==> src/rtl/bcd_stopwatch_if.sv <==
// Button/level inputs and display outputs of the BCD stopwatch.
interface bcd_stopwatch_if;
  logic        start_stop;
  logic        clear;
  logic        dir;
  logic [15:0] data;
  logic        running;
  logic        wrap;

  modport master (
    output start_stop, clear, dir,
    input  data, running, wrap
  );

  modport slave (
    input  start_stop, clear, dir,
    output data, running, wrap
  );
endinterface

==> src/rtl/bcd_stopwatch.sv <==
// Four-digit BCD up/down stopwatch with on-chip button synchronisers,
// debouncers, a run/stop FSM and a tick prescaler.
module bcd_stopwatch #(
  parameter int TICK_DIV   = 50000000,
  parameter int DEB_CYCLES = 1000000
) (
  input  logic     clk,
  input  logic     rst_n,
  bcd_stopwatch_if.slave bus
);

  localparam int              DW        = (DEB_CYCLES > 1) ? $clog2(DEB_CYCLES) : 1;
  localparam logic [DW-1:0]   DEB_LAST  = DW'(DEB_CYCLES - 1);
  localparam logic [25:0]     TICK_LAST = 26'(TICK_DIV - 1);

  typedef enum logic {STOP, RUN} state_t;

  state_t        state_q, state_d;
  logic [1:0]    btn_s1, btn_s2, btn_deb, btn_prev, btn_evt;
  logic          dir_s1, dir_s2;
  logic [DW-1:0] deb_cnt [2];
  logic [25:0]   presc;
  logic [15:0]   data_q, data_next;
  logic          wrap_q, wrap_next;
  logic          carry;
  logic [3:0]    nib;
  logic          tick, ss_evt, clr_evt;

  // Bit 0 carries start/stop, bit 1 carries clear throughout the button path.
  assign ss_evt  = btn_evt[0];
  assign clr_evt = btn_evt[1];

  // Two-flop synchronisers for both buttons and the direction level.
  always_ff @(posedge clk) begin
    if (!rst_n) begin
      btn_s1 <= '0;
      btn_s2 <= '0;
      dir_s1 <= 1'b0;
      dir_s2 <= 1'b0;
    end else begin
      btn_s1 <= {bus.clear, bus.start_stop};
      btn_s2 <= btn_s1;
      dir_s1 <= bus.dir;
      dir_s2 <= dir_s1;
    end
  end

  // Debounce each button and register a one-cycle pulse on each rising debounced level.
  always_ff @(posedge clk) begin
    if (!rst_n) begin
      btn_deb  <= '0;
      btn_prev <= '0;
      btn_evt  <= '0;
      for (int i = 0; i < 2; i++) deb_cnt[i] <= '0;
    end else begin
      btn_prev <= btn_deb;
      btn_evt  <= btn_deb & ~btn_prev;
      for (int i = 0; i < 2; i++) begin
        if (btn_s2[i] == btn_deb[i]) begin
          deb_cnt[i] <= '0;
        end else if (deb_cnt[i] == DEB_LAST) begin
          btn_deb[i] <= btn_s2[i];
          deb_cnt[i] <= '0;
        end else begin
          deb_cnt[i] <= deb_cnt[i] + DW'(1);
        end
      end
    end
  end

  // Run/stop state register.
  always_ff @(posedge clk) begin
    if (!rst_n) state_q <= STOP;
    else        state_q <= state_d;
  end

  // Each start/stop press flips between STOP and RUN; clear never touches the state.
  always_comb begin
    state_d = state_q;
    if (ss_evt) state_d = (state_q == STOP) ? RUN : STOP;
  end

  assign tick = (state_q == RUN) && (presc == TICK_LAST);

  // Ripple BCD increment or decrement; a carry/borrow out of the top digit is the wrap.
  always_comb begin
    data_next = data_q;
    carry     = 1'b1;
    nib       = 4'd0;
    for (int i = 0; i < 4; i++) begin
      nib = data_q[4*i +: 4];
      if (carry) begin
        if (dir_s2) begin
          if (nib == 4'd9) begin
            data_next[4*i +: 4] = 4'd0;
          end else begin
            data_next[4*i +: 4] = nib + 4'd1;
            carry = 1'b0;
          end
        end else begin
          if (nib == 4'd0) begin
            data_next[4*i +: 4] = 4'd9;
          end else begin
            data_next[4*i +: 4] = nib - 4'd1;
            carry = 1'b0;
          end
        end
      end
    end
    wrap_next = carry;
  end

  // Count register and prescaler; clear wins over a tick, and STOP freezes the prescaler.
  always_ff @(posedge clk) begin
    if (!rst_n) begin
      data_q <= '0;
      presc  <= '0;
      wrap_q <= 1'b0;
    end else if (clr_evt) begin
      data_q <= '0;
      presc  <= '0;
      wrap_q <= 1'b0;
    end else if (state_q == RUN) begin
      if (tick) begin
        presc  <= '0;
        data_q <= data_next;
        wrap_q <= wrap_next;
      end else begin
        presc  <= presc + 26'd1;
        wrap_q <= 1'b0;
      end
    end else begin
      wrap_q <= 1'b0;
    end
  end

  assign bus.data    = data_q;
  assign bus.running = (state_q == RUN);
  assign bus.wrap    = wrap_q;

endmodule

==> src/flat_wrapper.sv <==
// flat-port wrapper written by rule: the top's interface ports become plain ports
module bcd_stopwatch_flat 
#(
  parameter int TICK_DIV   = 50000000,
  parameter int DEB_CYCLES = 1000000
)
  (clk, rst_n, bus_start_stop, bus_clear, bus_dir, bus_data, bus_running, bus_wrap);
  bcd_stopwatch_if bus_i ();
  input  logic clk;
  input  logic rst_n;
  input wire logic [$bits(bus_i.start_stop)-1:0] bus_start_stop;
  input wire logic [$bits(bus_i.clear)-1:0] bus_clear;
  input wire logic [$bits(bus_i.dir)-1:0] bus_dir;
  output wire logic [$bits(bus_i.data)-1:0] bus_data;
  output wire logic [$bits(bus_i.running)-1:0] bus_running;
  output wire logic [$bits(bus_i.wrap)-1:0] bus_wrap;
  assign bus_i.start_stop = bus_start_stop;
  assign bus_i.clear = bus_clear;
  assign bus_i.dir = bus_dir;
  assign bus_data = bus_i.data;
  assign bus_running = bus_i.running;
  assign bus_wrap = bus_i.wrap;
  bcd_stopwatch #(.TICK_DIV(TICK_DIV), .DEB_CYCLES(DEB_CYCLES)) u_core (.clk(clk), .rst_n(rst_n), .bus(bus_i));
endmodule
==> config.mk <==
export PLATFORM = sky130hd
export DESIGN_NAME = bcd_stopwatch_flat
export DESIGN_NICKNAME = d
export VERILOG_FILES = /design/src/rtl/bcd_stopwatch_if.sv /design/src/rtl/bcd_stopwatch.sv /design/src/flat_wrapper.sv
export SDC_FILE = /design/constraint.sdc
export NUM_CORES = 1
export LEC_CHECK = 0
export CAP_MARGIN = 15
export CORE_MARGIN = 2
export CORE_UTILIZATION = 35
export CTS_CLUSTER_DIAMETER = 40
export CTS_CLUSTER_SIZE = 30
export DETAILED_ROUTE_END_ITERATION = 8
export SYNTH_ARGS = -nofsm -noshare
export SYNTH_HDL_FRONTEND = slang
export SYNTH_SLANG_ARGS = --single-unit
==> constraint.sdc <==
create_clock -name clk -period 3 [get_ports clk]
set_input_delay 0.6 -clock clk [delete_from_list [all_inputs] [get_ports clk]]
set_output_delay 0.6 -clock clk [all_outputs]
set_load 0.01 [all_outputs]
==> impl_metrics.env, run 1 <==
export IMPL_drive_above_1_share_pct=4.75
export IMPL_yosys_top_cells_area="edfxtp_1 (24%), dfxtp_1 (22%), nor2_1 (7.8%), xnor2_1 (6.7%), xor2_1 (5.4%)"
export IMPL_layout_nets=613
export IMPL_fp_dieH_um=123
export IMPL_overflow=0
export IMPL_synth_top_area_share_pct=24.0
export IMPL_synth_top_area_cell="edfxtp_1"
export IMPL_clock_skew_ns=0.00590
export IMPL_hold_buffers=0
export IMPL_synth_seq_cells=96
export IMPL_vdd_ir_drop_max_mv=0.327
export IMPL_setup_viol=0
export IMPL_crit_type="flop to flop"
export IMPL_ios=23
export IMPL_synth_commonest_cells="nor2_1 (104), dfxtp_1 (56), nand2_1 (41)"
export IMPL_firstDrtPassIters=4
export IMPL_rr_endpoint="u_core.bus.data[13]"
export IMPL_root_buffer="clkbuf_16"
export IMPL_ant_nets=0
export IMPL_cts_setup_buffers=0
export IMPL_dp_hpwl_um=6500
export IMPL_antenna_found_initial=0
export IMPL_drc=0
export IMPL_power_density_nw_per_um2=462
export IMPL_worst_slack_ns=0.246
export IMPL_syn_area_um2=5000
export IMPL_cp_start_kind="flop"
export IMPL_clock_latency_ns=0.34
export IMPL_crit_path_end_kind="flop"
export IMPL_min_period_ns=2.75
export IMPL_timing_final_crit_share_pct=91.8
export IMPL_drv_slew=0
export IMPL_synthArstFlopShare_pct=0
export IMPL_postSynthAreaPerCell_um2=8.94
export IMPL_cts_sinks=96
export IMPL_post_place_ws_ns=0.254
export IMPL_die_x_um=123
export IMPL_grt_use_total_pct=13.3
export IMPL_cts_htree_levels=3
export IMPL_synth_cell_types=54
export IMPL_vias_per_cell=4.86
export IMPL_numCtsBuffers=9
export IMPL_detail_route_wl_per_cell_um=11.9
export IMPL_crit_arrival_ns=3.02
export IMPL_outcome="finished clean"
export IMPL_startpoint="u_core.presc[0]"
export IMPL_ys_seq_area_share_pct=46.5
export IMPL_area_growth_syn_to_layout_pct=16.4
export IMPL_rows=43
export IMPL_io_buffers=22
export IMPL_rsz0062_at_grt="false"
export IMPL_reg2regPathDepth=6
export IMPL_dr_total_vias=3841
export IMPL_synth_ff_type="dfxtp_1"
export IMPL_first_iter_violations=209
export IMPL_cap_violations=0
export IMPL_worstSetupEndpoint="u_core.bus.data[13]"
export IMPL_core_um2=13900
export IMPL_wl_um=9370
export IMPL_cp_required_ns=3.26
export IMPL_relSlewSlack_pct=51.5
export IMPL_fin_setup_tns_ns=0
export IMPL_ys_warn_count=0
export IMPL_r2r_start="u_core.presc[0]"
export IMPL_grt_pass1_wl_um=16200
export IMPL_start_util_pct=35.9
export IMPL_leakage_nw=1.96
export IMPL_tightestPinTransition_ns=0.727
export IMPL_synth_edf_count=40
export IMPL_cts_tree="done"
export IMPL_syn_inst=559
export IMPL_clockBufferDepth=2
export IMPL_hold_path_class="flop to flop"
export IMPL_yosysMostFrequentCell="nor2_1"
export IMPL_cts_clk_slew_worst_paths_ns=0.06
export IMPL_r2r_slack_ns=0.25
export IMPL_crit_fanout=7
export IMPL_antennaDiodeCount=0
export IMPL_hold_violations=0
export IMPL_die_area_um2=15200
export IMPL_fmax_ghz=0.363
export IMPL_cts_resized=0
export IMPL_grt_pass1_vias=3617
export IMPL_grt_start_max_net_pins=25
export IMPL_gp_congestion=0.762
how the worst min path moves through the flow:
stage / from / endpoint / slack, ns / depth (start not counted)
after global placement: u_core.btn_prev[0] / u_core.btn_evt[0] / 0.38 / 1
after detailed placement: u_core.btn_prev[0] / u_core.btn_evt[0] / 0.38 / 1
after CTS: u_core.btn_prev[0] / u_core.btn_evt[0] / 0.38 / 1
after global routing: u_core.btn_prev[0] / u_core.btn_evt[0] / 0.39 / 1
final: u_core.btn_prev[0] / u_core.btn_evt[0] / 0.38 / 1
after floorplan: u_core.btn_prev[0] / u_core.btn_evt[0] / 0.37 / 1
metal layers:
layer / wire length (um) / global-route usage, % / share of wire, % / up-vias
met3: 289 / 2.77 / 3.1 / 11
met5: 0 / 0 / 0 / -
met2: 4390 / 21.4 / 47 / 42
met1: 4490 / 16.7 / 48 / 1791
met4: 199 / 7.10 / 2.1 / 0
li1: - / - / - / 1997
logic make-up (layout without fill, tap and decap cells):
logic type / Yosys count / in the layout / synth area share [%]
flops: 96 / 96 / 46.5
compound gates: 56 / 56 / 7.84
buf+inv: 48 / 60 / 3.78
fa+ha+maj: 3 / 3 / 0.751
simple gates: 281 / 281 / 28.0
mux: 5 / 5 / 1.00
other cells: 1 / 40 / 0.0750
xor+xnor: 69 / 69 / 12.1
placed cells by master, fill, tap and decap left out, types with 4 or more instances in the layout:
master	n
nand4_1	15
conb_1	40
a21oi_1	13
o21ai_0	12
buf_4	7
xnor2_1	38
xor2_1	31
and4_1	7
and2_1	12
clkbuf_16	10
dfxtp_1	56
or2_2	4
nor4b_1	5
nor2b_1	9
edfxtp_1	40
and3_1	6
inv_1	15
mux2i_1	5
nor2_1	104
nor4_1	6
clkdlybuf4s50_1	22
or4_1	4
or3_1	5
o22ai_1	5
nand2b_1	9
nor3_1	19
nand3_1	26
nand2_1	41
critical path, stage by stage, from the launching register on:
cell and delay [ns]:
dfxtp_1 0.37, ha_1 0.21, nand3_1 0.18, or4_1 0.67
or4b_1 0.71, or3_1 0.39, a21oi_1 0.14
layout make-up:
| class | instances | area [um2] |
|---|---|---|
| fill | 1349 | 8120 |
| multi-input combinational | 454 | 2630 |
| sequential | 96 | 2320 |
| timing repair buffer | 29 | 273 |
| clock buffer | 13 | 272 |
| tap | 180 | 225 |
| inverter | 15 | 56.3 |
| clock inverter | 3 | 38.8 |
metrics by stage:
step	util [%]	total power, mW	std cells	hold slack, ns	cell area, um2
after floorplan	-	1.50	598	0.367	5140
after global placement	39.5	1.53	774	0.376	5510
after detailed placement	39.5	1.53	774	0.375	5510
after CTS	41.8	2.73	790	0.384	5820
after global routing	41.8	2.80	790	0.390	5820
final	41.8	2.69	790	0.383	5820
sequential cells by signal, indices dropped and copies added (netlist names):
signal and cells:
u_core.btn_evt 2, u_core.dir_s2 1, u_core.btn_s1 2, u_core.deb_cnt 40, u_core.bus.running 1, u_core.btn_prev 2
u_core.dir_s1 1, u_core.btn_deb 2, u_core.bus.data 16, u_core.presc 26, u_core.bus.wrap 1, u_core.btn_s2 2
power breakdown:
part / switching [mW] / internal [mW]
clock: 0.472 / 0.716
combinational: 0.0524 / 0.0360
sequential: 0.0264 / 1.39
total: 0.551 / 2.14
No activity file was read; power rests on OpenSTA's default activity.
==> inputs of run 2 (changes only) <==
--- a/config.mk
+++ b/config.mk
@@ -5,6 +5,7 @@
 export SDC_FILE = /design/constraint.sdc
 export NUM_CORES = 1
 export LEC_CHECK = 0
+export ABC_CLOCK_PERIOD_IN_PS = 3000
 export CAP_MARGIN = 15
 export CORE_MARGIN = 2
 export CORE_UTILIZATION = 35
==> results of run 2 <==
Same layout as run 1: the final DEF is identical, and so are final timing and power.
==> inputs of run 3 (changes only) <==
--- a/config.mk
+++ b/config.mk
@@ -7,10 +7,11 @@
 export LEC_CHECK = 0
 export ABC_CLOCK_PERIOD_IN_PS = 3000
 export CAP_MARGIN = 15
+export CORE_ASPECT_RATIO = 0.9
 export CORE_MARGIN = 2
 export CORE_UTILIZATION = 35
 export CTS_CLUSTER_DIAMETER = 40
-export CTS_CLUSTER_SIZE = 30
+export CTS_CLUSTER_SIZE = 14
 export DETAILED_ROUTE_END_ITERATION = 8
 export SYNTH_ARGS = -nofsm -noshare
 export SYNTH_HDL_FRONTEND = slang
==> impl_metrics.env, run 3 (synthesized netlist as in run 1, its figures left out) <==
export IMPL_outcome="finished clean"
export IMPL_dp_hpwl_um=6600
export IMPL_cp_start_kind="flop"
export IMPL_place_area_um2=5530
export IMPL_reg2regPathDepth=6
export IMPL_r2r_start="u_core.presc[0]"
export IMPL_fp_dieH_um=117
export IMPL_switching_share_pct=21.6
export IMPL_crit_fanout=7
export IMPL_first_iter_violations=200
export IMPL_crit_chain="ha_1 > nand3_1 > or4_1 > or4b_1 > or3_1 > a21oi_1"
export IMPL_crit_type="flop to flop"
export IMPL_r2r_slack_ns=0.28
export IMPL_worst_slack_ns=0.277
export IMPL_clock_latency_ns=0.35
export IMPL_regMostFlops="u_core.deb_cnt"
export IMPL_start_util_pct=35.7
export IMPL_firstDrtPassIters=4
export IMPL_detail_route_wl_per_cell_um=11.8
export IMPL_fin_util_pct=41.5
export IMPL_cts_resized=0
export IMPL_root_buffer="clkbuf_16"
export IMPL_postLayoutCellArea_um2=5810
export IMPL_die_area_um2=15300
export IMPL_cp_required_ns=3.27
export IMPL_grt_start_max_net_pins=26
export IMPL_ant_nets=0
export IMPL_wl_um=9510
export IMPL_tightestPinTransition_ns=0.775
export IMPL_fin_cells=803
export IMPL_core_um2=14000
export IMPL_ios=23
export IMPL_io_buffers=22
export IMPL_hold_violations=0
export IMPL_cap_violations=0
export IMPL_power_density_nw_per_um2=453
export IMPL_worstSetupEndpoint="u_core.bus.data[13]"
export IMPL_clock_skew_ns=0.00717
export IMPL_mostFrequentLayoutCells="nor2_1 (104), dfxtp_1 (56), nand2_1 (41), edfxtp_1 (40), conb_1 (40)"
export IMPL_fmax_ghz=0.367
export IMPL_worst_path_largest_cell_delay_ns=0.71
export IMPL_cp_top_family="simple AND/OR/NAND/NOR gates"
export IMPL_rr_endpoint="u_core.bus.data[13]"
export IMPL_clockBufferDepth=2
export IMPL_timing_final_crit_share_pct=90.8
export IMPL_comb_power_share_pct=3.3
export IMPL_cts_clk_slew_worst_paths_ns=0.07
export IMPL_cts_htree_levels=3
export IMPL_rows=41
export IMPL_final_common_cell="nor2_1"
export IMPL_critPathSlowestCell="or4b_1"
export IMPL_numCtsBuffers=9
export IMPL_p_total_mw=2.63
export IMPL_dp_cells=787
export IMPL_grt_pass1_vias=3625
export IMPL_drc=0
export IMPL_cts_tree="done"
export IMPL_dr_total_vias=3817
export IMPL_overflow=0
export IMPL_die_x_um=130
export IMPL_p_clk_share_pct=43.0
export IMPL_drv_slew=0
export IMPL_layout_nets=613
export IMPL_critical_path_buf_inv_count=0
export IMPL_hold_path_class="flop to flop"
export IMPL_vias_per_cell=4.75
export IMPL_p_sw_uw=570
export IMPL_crit_path_end_kind="flop"
export IMPL_cp_num_cells=6
export IMPL_drive_above_1_share_pct=5.08
export IMPL_largest_register_ffs=40
export IMPL_crit_arrival_ns=2.99
export IMPL_gp_congestion=0.802
export IMPL_setup_viol=0
export IMPL_post_place_ws_ns=0.287
export IMPL_antenna_found_initial=0
export IMPL_p_int_mw=2.06
export IMPL_startpoint="u_core.presc[0]"
export IMPL_grt_use_total_pct=13.1
export IMPL_area_growth_syn_to_layout_pct=16.3
export IMPL_cts_sinks=96
export IMPL_vdd_ir_drop_max_mv=0.279
export IMPL_leakage_nw=1.95
export IMPL_fin_setup_tns_ns=0
export IMPL_holdWs_ns=0.389
export IMPL_rsz0062_at_grt="false"
export IMPL_hold_buffers=0
export IMPL_grt_pass1_wl_um=16100
export IMPL_pwr_share_seq_pct=53.7
export IMPL_cts_setup_buffers=0
export IMPL_relSlewSlack_pct=48.3
export IMPL_antennaDiodeCount=0
export IMPL_min_period_ns=2.72
run 3: how the worst min path moves through the flow:
stage / start / to / slack, ns / depth (start not counted)
after detailed placement: u_core.btn_prev[0] / u_core.btn_evt[0] / 0.39 / 1
after global placement: u_core.btn_prev[0] / u_core.btn_evt[0] / 0.38 / 1
after floorplan: u_core.btn_prev[0] / u_core.btn_evt[0] / 0.37 / 1
final: u_core.btn_prev[0] / u_core.btn_evt[0] / 0.39 / 1
after CTS: u_core.btn_prev[0] / u_core.btn_evt[0] / 0.40 / 1
after global routing: u_core.btn_prev[1] / u_core.btn_evt[1] / 0.41 / 1
run 3: layout make-up:
type	count	area [um2]
fillers	1379	8190
multi-input cells	454	2630
flip-flops and latches	96	2320
repair buffers	29	273
well taps	193	241
clock buffers	10	229
clock inverters	6	58.8
inverters	15	56.3
run 3: power groups by stage:
stage / Sequential, mW / Clock [mW] / Combinational (mW)
after global placement: 1.44 / 0 / 0.0853
after CTS: 1.41 / 1.18 / 0.0877
after global routing: 1.42 / 1.22 / 0.101
after floorplan: 1.43 / 0 / 0.0683
final: 1.41 / 1.13 / 0.0877
after detailed placement: 1.44 / 0 / 0.0866
run 3: metal layers:
metal  up-vias  wire (um)  GRT usage (%)
li1       1997          -              -
met1      1769       4660           16.3
met2        41       4390           21.4
met3        10        296           3.79
met4         0        157           4.91
met5         -          0              0
